## config.mk

```make
export PLATFORM = sky130hd
export DESIGN_NAME = bus_ram_responder
export DESIGN_NICKNAME = d
export VERILOG_FILES = /design/src/rtl/bus_ram_responder.sv
export SDC_FILE = /design/constraint.sdc
export NUM_CORES = 2
export LEC_CHECK = 0
export ABC_CLOCK_PERIOD_IN_PS = 2300
export CAP_MARGIN = 40
export CORE_ASPECT_RATIO = 0.5
export CORE_MARGIN = 8
export CORE_UTILIZATION = 43
export CTS_BUF_LIST = sky130_fd_sc_hd__clkbuf_8
export DETAILED_ROUTE_END_ITERATION = 12
export MAX_ROUTING_LAYER = met4
export PLACE_DENSITY_LB_ADDON = 0.15
export SYNTH_ARGS = -nofsm -noshare
export SYNTH_HDL_FRONTEND = slang
export SYNTH_SLANG_ARGS = --single-unit
export TNS_END_PERCENT = 10
```

## constraint.sdc

```tcl
create_clock -name clk -period 2.3 [get_ports clk]
set_input_delay 0.575 -clock clk [delete_from_list [all_inputs] [get_ports clk]]
set_output_delay 0.575 -clock clk [all_outputs]
set_load 0.01 [all_outputs]
```

## src/rtl/bus_ram_responder.sv

```systemverilog
// Bus-mapped RAM slave: reads when MID matches DEV_ID, writes when SID matches, and flags range or ID conflicts.
// Latency: read data and data_oe are registered and valid 1 clock after the request is sampled; writes commit on that same edge.
// Backpressure: none. A request is accepted every cycle. Errors are counted per cycle, and the memory and bus are left untouched.
//
// Ports:
//   clk, reset (async active-low)          clock and reset
//   address_bus[15:0], data_in[DW-1:0]     bus address and write data
//   MID/MID_EN, SID/SID_EN                 master (read) and slave (write) ID qualifiers
//   data_out[DW-1:0], data_oe              registered read data and bus drive enable
//   addr_err, err_count[7:0]               sticky error flag and saturating per-cycle error count
module bus_ram_responder #(
    parameter int          DATA_WIDTH   = 8,
    parameter int          MEMORY_DEPTH = 256,
    parameter logic [4:0]  DEV_ID       = 5'h4,
    parameter logic [15:0] BASE_ADDR    = 16'h8000
) (
    input  logic                  clk,
    input  logic                  reset,
    input  logic [15:0]           address_bus,
    input  logic [DATA_WIDTH-1:0] data_in,
    input  logic [4:0]            MID,
    input  logic                  MID_EN,
    input  logic [4:0]            SID,
    input  logic                  SID_EN,
    output logic [DATA_WIDTH-1:0] data_out,
    output logic                  data_oe,
    output logic                  addr_err,
    output logic [7:0]            err_count
);

    localparam int          IDX_W    = (MEMORY_DEPTH > 1) ? $clog2(MEMORY_DEPTH) : 1;
    // The range end is computed one bit wider so that a window ending at 16'hFFFF still compares correctly.
    localparam logic [16:0] END_ADDR = {1'b0, BASE_ADDR} + 17'(MEMORY_DEPTH);

    typedef enum logic [1:0] {
        IDLE  = 2'd0,
        READ  = 2'd1,
        WRITE = 2'd2,
        ERR   = 2'd3
    } state_t;

    state_t state, state_nxt;

    logic [DATA_WIDTH-1:0] mem [MEMORY_DEPTH];

    logic             rd_req;
    logic             wr_req;
    logic             in_range;
    logic [IDX_W-1:0] idx;
    logic             oe_nxt;
    logic             rd_load;
    logic             mem_we;
    logic             err_entry;
    logic             err_inc;

    assign rd_req   = MID_EN && (MID == DEV_ID);
    assign wr_req   = SID_EN && (SID == DEV_ID);
    assign in_range = ({1'b0, address_bus} >= {1'b0, BASE_ADDR}) &&
                      ({1'b0, address_bus} <  END_ADDR);
    assign idx      = IDX_W'(address_bus - BASE_ADDR);

    always_comb begin
        state_nxt = IDLE;
        if (rd_req && wr_req) begin
            state_nxt = ERR;
        end else if ((rd_req || wr_req) && !in_range) begin
            state_nxt = ERR;
        end else if (rd_req) begin
            state_nxt = READ;
        end else if (wr_req) begin
            state_nxt = WRITE;
        end
    end

    // The actions below are keyed to the state being entered, so that the read data lands on the same edge that moves the FSM into READ.
    always_comb begin
        oe_nxt    = (state_nxt == READ);
        rd_load   = (state_nxt == READ);
        // A write is blocked while reset is held. A write that would be pending when reset asserts is therefore dropped.
        mem_we    = (state_nxt == WRITE) && reset;
        err_inc   = (state_nxt == ERR);
        err_entry = (state_nxt == ERR) && (state != ERR);
    end

    always_ff @(posedge clk or negedge reset) begin
        if (!reset) begin
            state     <= IDLE;
            data_oe   <= 1'b0;
            data_out  <= '0;
            addr_err  <= 1'b0;
            err_count <= 8'h00;
        end else begin
            state   <= state_nxt;
            data_oe <= oe_nxt;
            if (rd_load) begin
                data_out <= mem[idx];
            end
            if (err_entry) begin
                addr_err <= 1'b1;
            end
            if (err_inc && (err_count != 8'hFF)) begin
                err_count <= err_count + 8'h01;
            end
        end
    end

    // The RAM has no reset on purpose. Its contents survive a reset and can be preloaded from outside.
    always_ff @(posedge clk) begin
        if (mem_we) begin
            mem[idx] <= data_in;
        end
    end

endmodule

```

# Word level (Yosys, flattened, before mapping)
# Memory sizes are Yosys's and may differ from the RTL's. A register that Yosys moved wholly into a read port is not among the register bits.
# Index checks and enable logic that the tools add are counted.
[totals]
reg_bits = 12
latch_bits = 0
ramBits = 2048
romBits = 0
output_inout_bits = 18
wordCells = 33
mem_count = 1
[op_classes]
n_addsub = 2
n_mul = 0
div = 0
n_lt_le_gt_ge = 2
eq_ne = 7
n_shift = 0
n_mux = 6
bitwise_logic = 0
n_reduce_logical = 11
[mem_list]
columns = ["name", "depth", "word_bits", "read_ports", "rd_ports_with_merged_regs", "write_ports", "line_no", "text"]
rows = [
  ["mem", 256, 8, 1, 1, 1, "44", "logic [DATA_WIDTH-1:0] mem [MEMORY_DEPTH];"],
]
[ops]
columns = ["cell", "n"]
rows = [
  [">= comparator 16 bit (second input constant)", 1],
  ["less-than comparator 16 bit (second input constant)", 1],
  ["== test 5 x 3 -> 1 bit (second input constant)", 2],
  ["adder 8 x 1 -> 8 bit (second input constant)", 1],
  ["logical AND 1 bit", 8],
  ["two-way mux 2 bit", 4],
  ["!= test 8 bit (second input constant)", 1],
  ["subtractor 8 x 1 -> 8 bit (second input constant)", 1],
  ["== test 2 bit (second input constant)", 2],
  ["== test 2 x 1 -> 1 bit (second input constant)", 1],
  ["zero test 1 bit", 2],
  ["two-way mux 1 bit", 2],
  ["!= test 2 bit (second input constant)", 1],
  ["logical OR 1 bit", 1],
]

# Logic depth before layout (Yosys ltp)
[depth]
word_depth = 10
mapped_depth = 13

# Least setup slack after synthesis
# OpenSTA, ideal clock, no wires.
[synth_path]
path_kind = "input-to-reg"
from = "in address_bus[1]"
to = "mem mem[98][0], enable pin"
setup_time_ns = 0.370
t_arrival_ns = 2.631
path_slack_ns = -0.701
cell_stages = 10
path_buffers = 7
path_cell_list = "buf_6 > buf_6 > buf_6 > buf_4 > buf_4 > buf_2 > nor2b_1 > nand2_1 > buf_2 > nor2_1"
[synth_between]
elab_chain_cells = 10
elab_cells_between_ends = 12
classes_between = "add/sub (1); order compare (2); eq/ne (1); mux (4); reduce/logical (4)"
[synth_lines]
columns = ["element", "line_no", "text"]
rows = [
  ["start: declaration", "19", "input logic [15:0] address_bus,"],
  [">= comparator 16 bit or less-than comparator 16 bit (tied branches)", "58, 59", ""],
  ["logical AND 1 bit", "58", "assign in_range = ({1'b0, address_bus} >= {1'b0, BASE_ADDR}) &&"],
  ["zero test 1 bit", "66", "end else if ((rd_req || wr_req) && !in_range) begin"],
  ["logical AND 1 bit", "66", ""],
  ["two-way mux 2 bit", "66", ""],
  ["two-way mux 2 bit", "64", "if (rd_req && wr_req) begin"],
  ["== test 2 bit", "80", "mem_we = (state_nxt == WRITE) && reset;"],
  ["logical AND 1 bit", "80", ""],
  ["two-way mux 1 bit", "109", "if (mem_we) begin"],
  ["two-way mux 1 bit (implied by the code)", "110", "mem[idx] <= data_in;"],
  ["end: declaration", "44", ""],
]
# Several ways; a longest one is shown, not always the timed one.

==> flow_summary_export.csv <==
group,metric,value,unit
worst_setup_path,crit_arrival,3330,ps
worst_setup_path,startpoint_type,"register",
min_path,worstHoldPathType,"in2async",
status,violations,"setup timing",
timing,setup_ws,-233,ps
timing,tightestPinTransition,699,ps
layout,multiInputGateArea,18900,um^2
cts,cts-htree-levels,5,
global_route,antenna_found_initial,11,
yosys,synthDistinctLibCells,69,
detailed_routing,vias,43000,
layout,syn_to_final_growth,23.2,%
timing,hold_viol_final,0,
worst_setup_path,critical_path_required,3100,ps
timing,fin_crit_sh,1.10,
cts,clock_latency,920,ps
detailed_routing,ant_nets,0,
die,core_area,186000,um^2
yosys,syn_nets,3779,
status,outcome,"finished with violations",
global_route,grt_start_max_net_pins,78,
detailed_routing,initialDrtViolationCount,5083,
yosys,yosys.area.top_type_share,0.763,
place,io_buffers,55,
detailed_routing,first_pass_iters,6,
worst_setup_path,path_buf_inv,1,
power_and_ir_drop,powerDensity,740,nW/um^2
global_route,overflow,0,
global_route,grt_pass1_vias,43800,
die,dieArea,202000,um^2
worst_setup_path,cp_slowest_cell,"mux4_2",
layout,final_cell_mix,"edfxtp_1, buf_4, mux4_2, clkbuf_8, buf_12",
flow_run,cap_viol_max_count,0,
worst_setup_path,cp-end-kind,"register",
die,io_pins,56,
die,die_y,322,um
die,die_w,628,um
cts,numCtsBuffers,303,
timing,finalSetupViolCount,5,
yosys,ys.flop_type,"edfxtp_1",
place,gp_congestion,0.923,
layout,instances_no_fill,7422,
layout,final_nets,4735,
power_and_ir_drop,vdd_drop_max,0.000424,V
yosys,seq_area_frac_synth,0.769,
detailed_routing,drt_drc_violations_left,0,
global_route,grt_usage,0.235,
worst_setup_path,path_cells,"mux4_2 > mux4_2 > nand2_2 > nand2_2 > a32oi_4 > buf_6 > a41oi_4 > o32a_1",
layout,mostFrequentLayoutCell,"edfxtp_1",
place,dp_cells,6896,
layout,drive_above_1_share,0.408,
detailed_routing,drt_wl_total,233000,um
die,rows,112,
cts,tritoncts,"yes",
worst_setup_path,worstSetupPathType,"reg2reg",
worst_setup_path,cpPeakStageDelay,520,ps
power_and_ir_drop,p_total,73.4,mW
place,hpwl,158000,um
yosys,syn_inst,3740,
cts,clkTransAtPathRegs,70,ps
layout,fillers,14600,
die,initial_utilization,0.432,
timing,fin_worst_skew,36.8,ps
power_and_ir_drop,p_leak,32.4,nW
yosys,syn_area,80600,um^2
worst_setup_path,path_max_fanout,1,
detailed_routing,post_drt_wl_per_cell,31.4,um
layout,ff_latch_area,62000,um^2
cts,cts_sinks,2068,
yosys,syn-mean-instance-area,21.5,um^2
detailed_routing,vias_per_cell,5.80,
cts,cts_root_buf,"clkbuf_8",
timing,drv_slew,0,
global_route,grt_pass1_wl,331000,um
cts,clockBufferDepth,4,
worst_setup_path,critical-path-top-delay-family,"multiplexers",
place,pre_cts_slack,-1450,ps
yosys,synth-edff-count,2048,
yosys,postSynth.asyncResetShare,0.00967,
timing,slew_headroom,0.534,
yosys,synth_top_area_cell,"edfxtp_1",
timing,period_minus_slack,2530,ps
timing,fmax,395,MHz
yosys,synth_warnings,0,
timing,rsz0062_at_grt,"true",
yosys,ys_ff_latch,2068,
yosys,synth.area.top_cells,"edfxtp_1, mux4_2, mux2i_1",
## path summary, 6_finish.rpt
path | from | end | slack (ps) | cells past startpoint
max | mem[234][6]$_DFFE_PP_ | data_out[6]$_DFFE_PN0P_ | -230 | 8
min | reset | state[1]$_DFF_PN0_ | 90 | 2
max reg2reg | mem[234][6]$_DFFE_PP_ | data_out[6]$_DFFE_PN0P_ | -230 | 8
min reg2reg | addr_err$_DFFE_PN0P_ | addr_err$_DFFE_PN0P_ | 470 | 1
max in group asynchronous | reset | data_out[4]$_DFFE_PN0P_ | 1820 | 2
min in group clk | data_in[3] | mem[190][3]$_DFFE_PP_ | 90 | 1
## cells in the mapped netlist (all sizes together) (4+ instances only)
| cell type | instances |
|---|---|
| a211oi | 9 |
| a21oi | 40 |
| a221oi | 21 |
| a22o | 10 |
| a22oi | 60 |
| a311oi | 6 |
| a31oi | 11 |
| a32oi | 10 |
| and2 | 6 |
| and3 | 8 |
| buf | 165 |
| clkbuf | 59 |
| dfrtp | 20 |
| edfxtp | 2048 |
| inv | 6 |
| mux2 | 13 |
| mux2i | 115 |
| mux4 | 511 |
| nand2 | 104 |
| nand2b | 7 |
| nand3 | 41 |
| nand4 | 11 |
| nor2 | 298 |
| nor2b | 9 |
| nor3 | 10 |
| nor4 | 6 |
| nor4b | 4 |
| o211ai | 7 |
| o21ai | 34 |
| o221ai | 10 |
| o22ai | 23 |
| o32ai | 5 |
| xnor2 | 6 |
## area by class of cell
class,count,area share
flip-flops and latches,2068,0.625
multi-input cells,1441,0.190
repair buffers,875,0.0998
clock buffers,308,0.0427
well taps,2508,0.0316
clock inverters,208,0.0102
inverters,7,0.000290
diodes,7,0.000177
## where the power goes
part | leakage (nW) | switching (mW) | internal (mW) | total, mW
Clock | 3.04 | 14.1 | 12.8 | 26.9
Combinational | 10.7 | 3.00 | 2.09 | 5.09
Sequential | 18.6 | 0.0297 | 41.4 | 41.4
## worst reg2reg max path, cell delays in order (launching register included)
cell	delay (ps)
edfxtp_1	370
mux4_2	510
mux4_2	530
nand2_2	80
nand2_2	70
a32oi_4	270
buf_6	170
a41oi_4	50
o32a_1	370
## through the flow
| step | cell area, um^2 | setup TNS, ps | utilization | hold WS [ps] |
|---|---|---|---|---|
| 6_report | 99200 | -789 | 0.532 | 85.7 |
| 5_1_grt | 99200 | -1730 | 0.532 | 35.7 |
| 4_1_cts | 99000 | -655 | 0.531 | 3.40 |
| 3_5_place_dp | 93500 | -1540320 | 0.502 | 476 |
| 3_3_place_gp | 93500 | -1483900 | 0.502 | 460 |
| 2_1_floorplan | 82100 | -817490 | - | 279 |
## per-layer routing
| layer | track usage | part of all wire | vias to the layer above |
|---|---|---|---|
| li1 | - | - | 17700 |
| met1 | 0.334 | 0.43 | 23100 |
| met2 | 0.351 | 0.46 | 1903 |
| met3 | 0.0493 | 0.087 | 364 |
| met4 | 0.0565 | 0.023 | 0 |
| met5 | - | 0 | - |
## timing repair
item,in CTS,in global routing
hold buffers,0,0
pin swaps,8,14
buffers inserted,2,1
setup endpoints to repair,26,282
resized for setup,104,38
## cell families after synthesis
logic type,synth area share
adders and majority gates,0.000280
buffers and inverters,0.0184
DFF,0.769
AOI/OAI and AO/OA,0.0239
xor gates and xnor gates,0.000761
and+or+nand+nor,0.0276
muxes,0.160
## sequential cells by signal, indices dropped and copies added (netlist names)
| signal | cells |
|---|---|
| mem | 2048 |
| addr_err | 1 |
| err_count | 8 |
| data_out | 8 |
| state | 2 |
| data_oe | 1 |
Power figures use the tool's default switching activity.
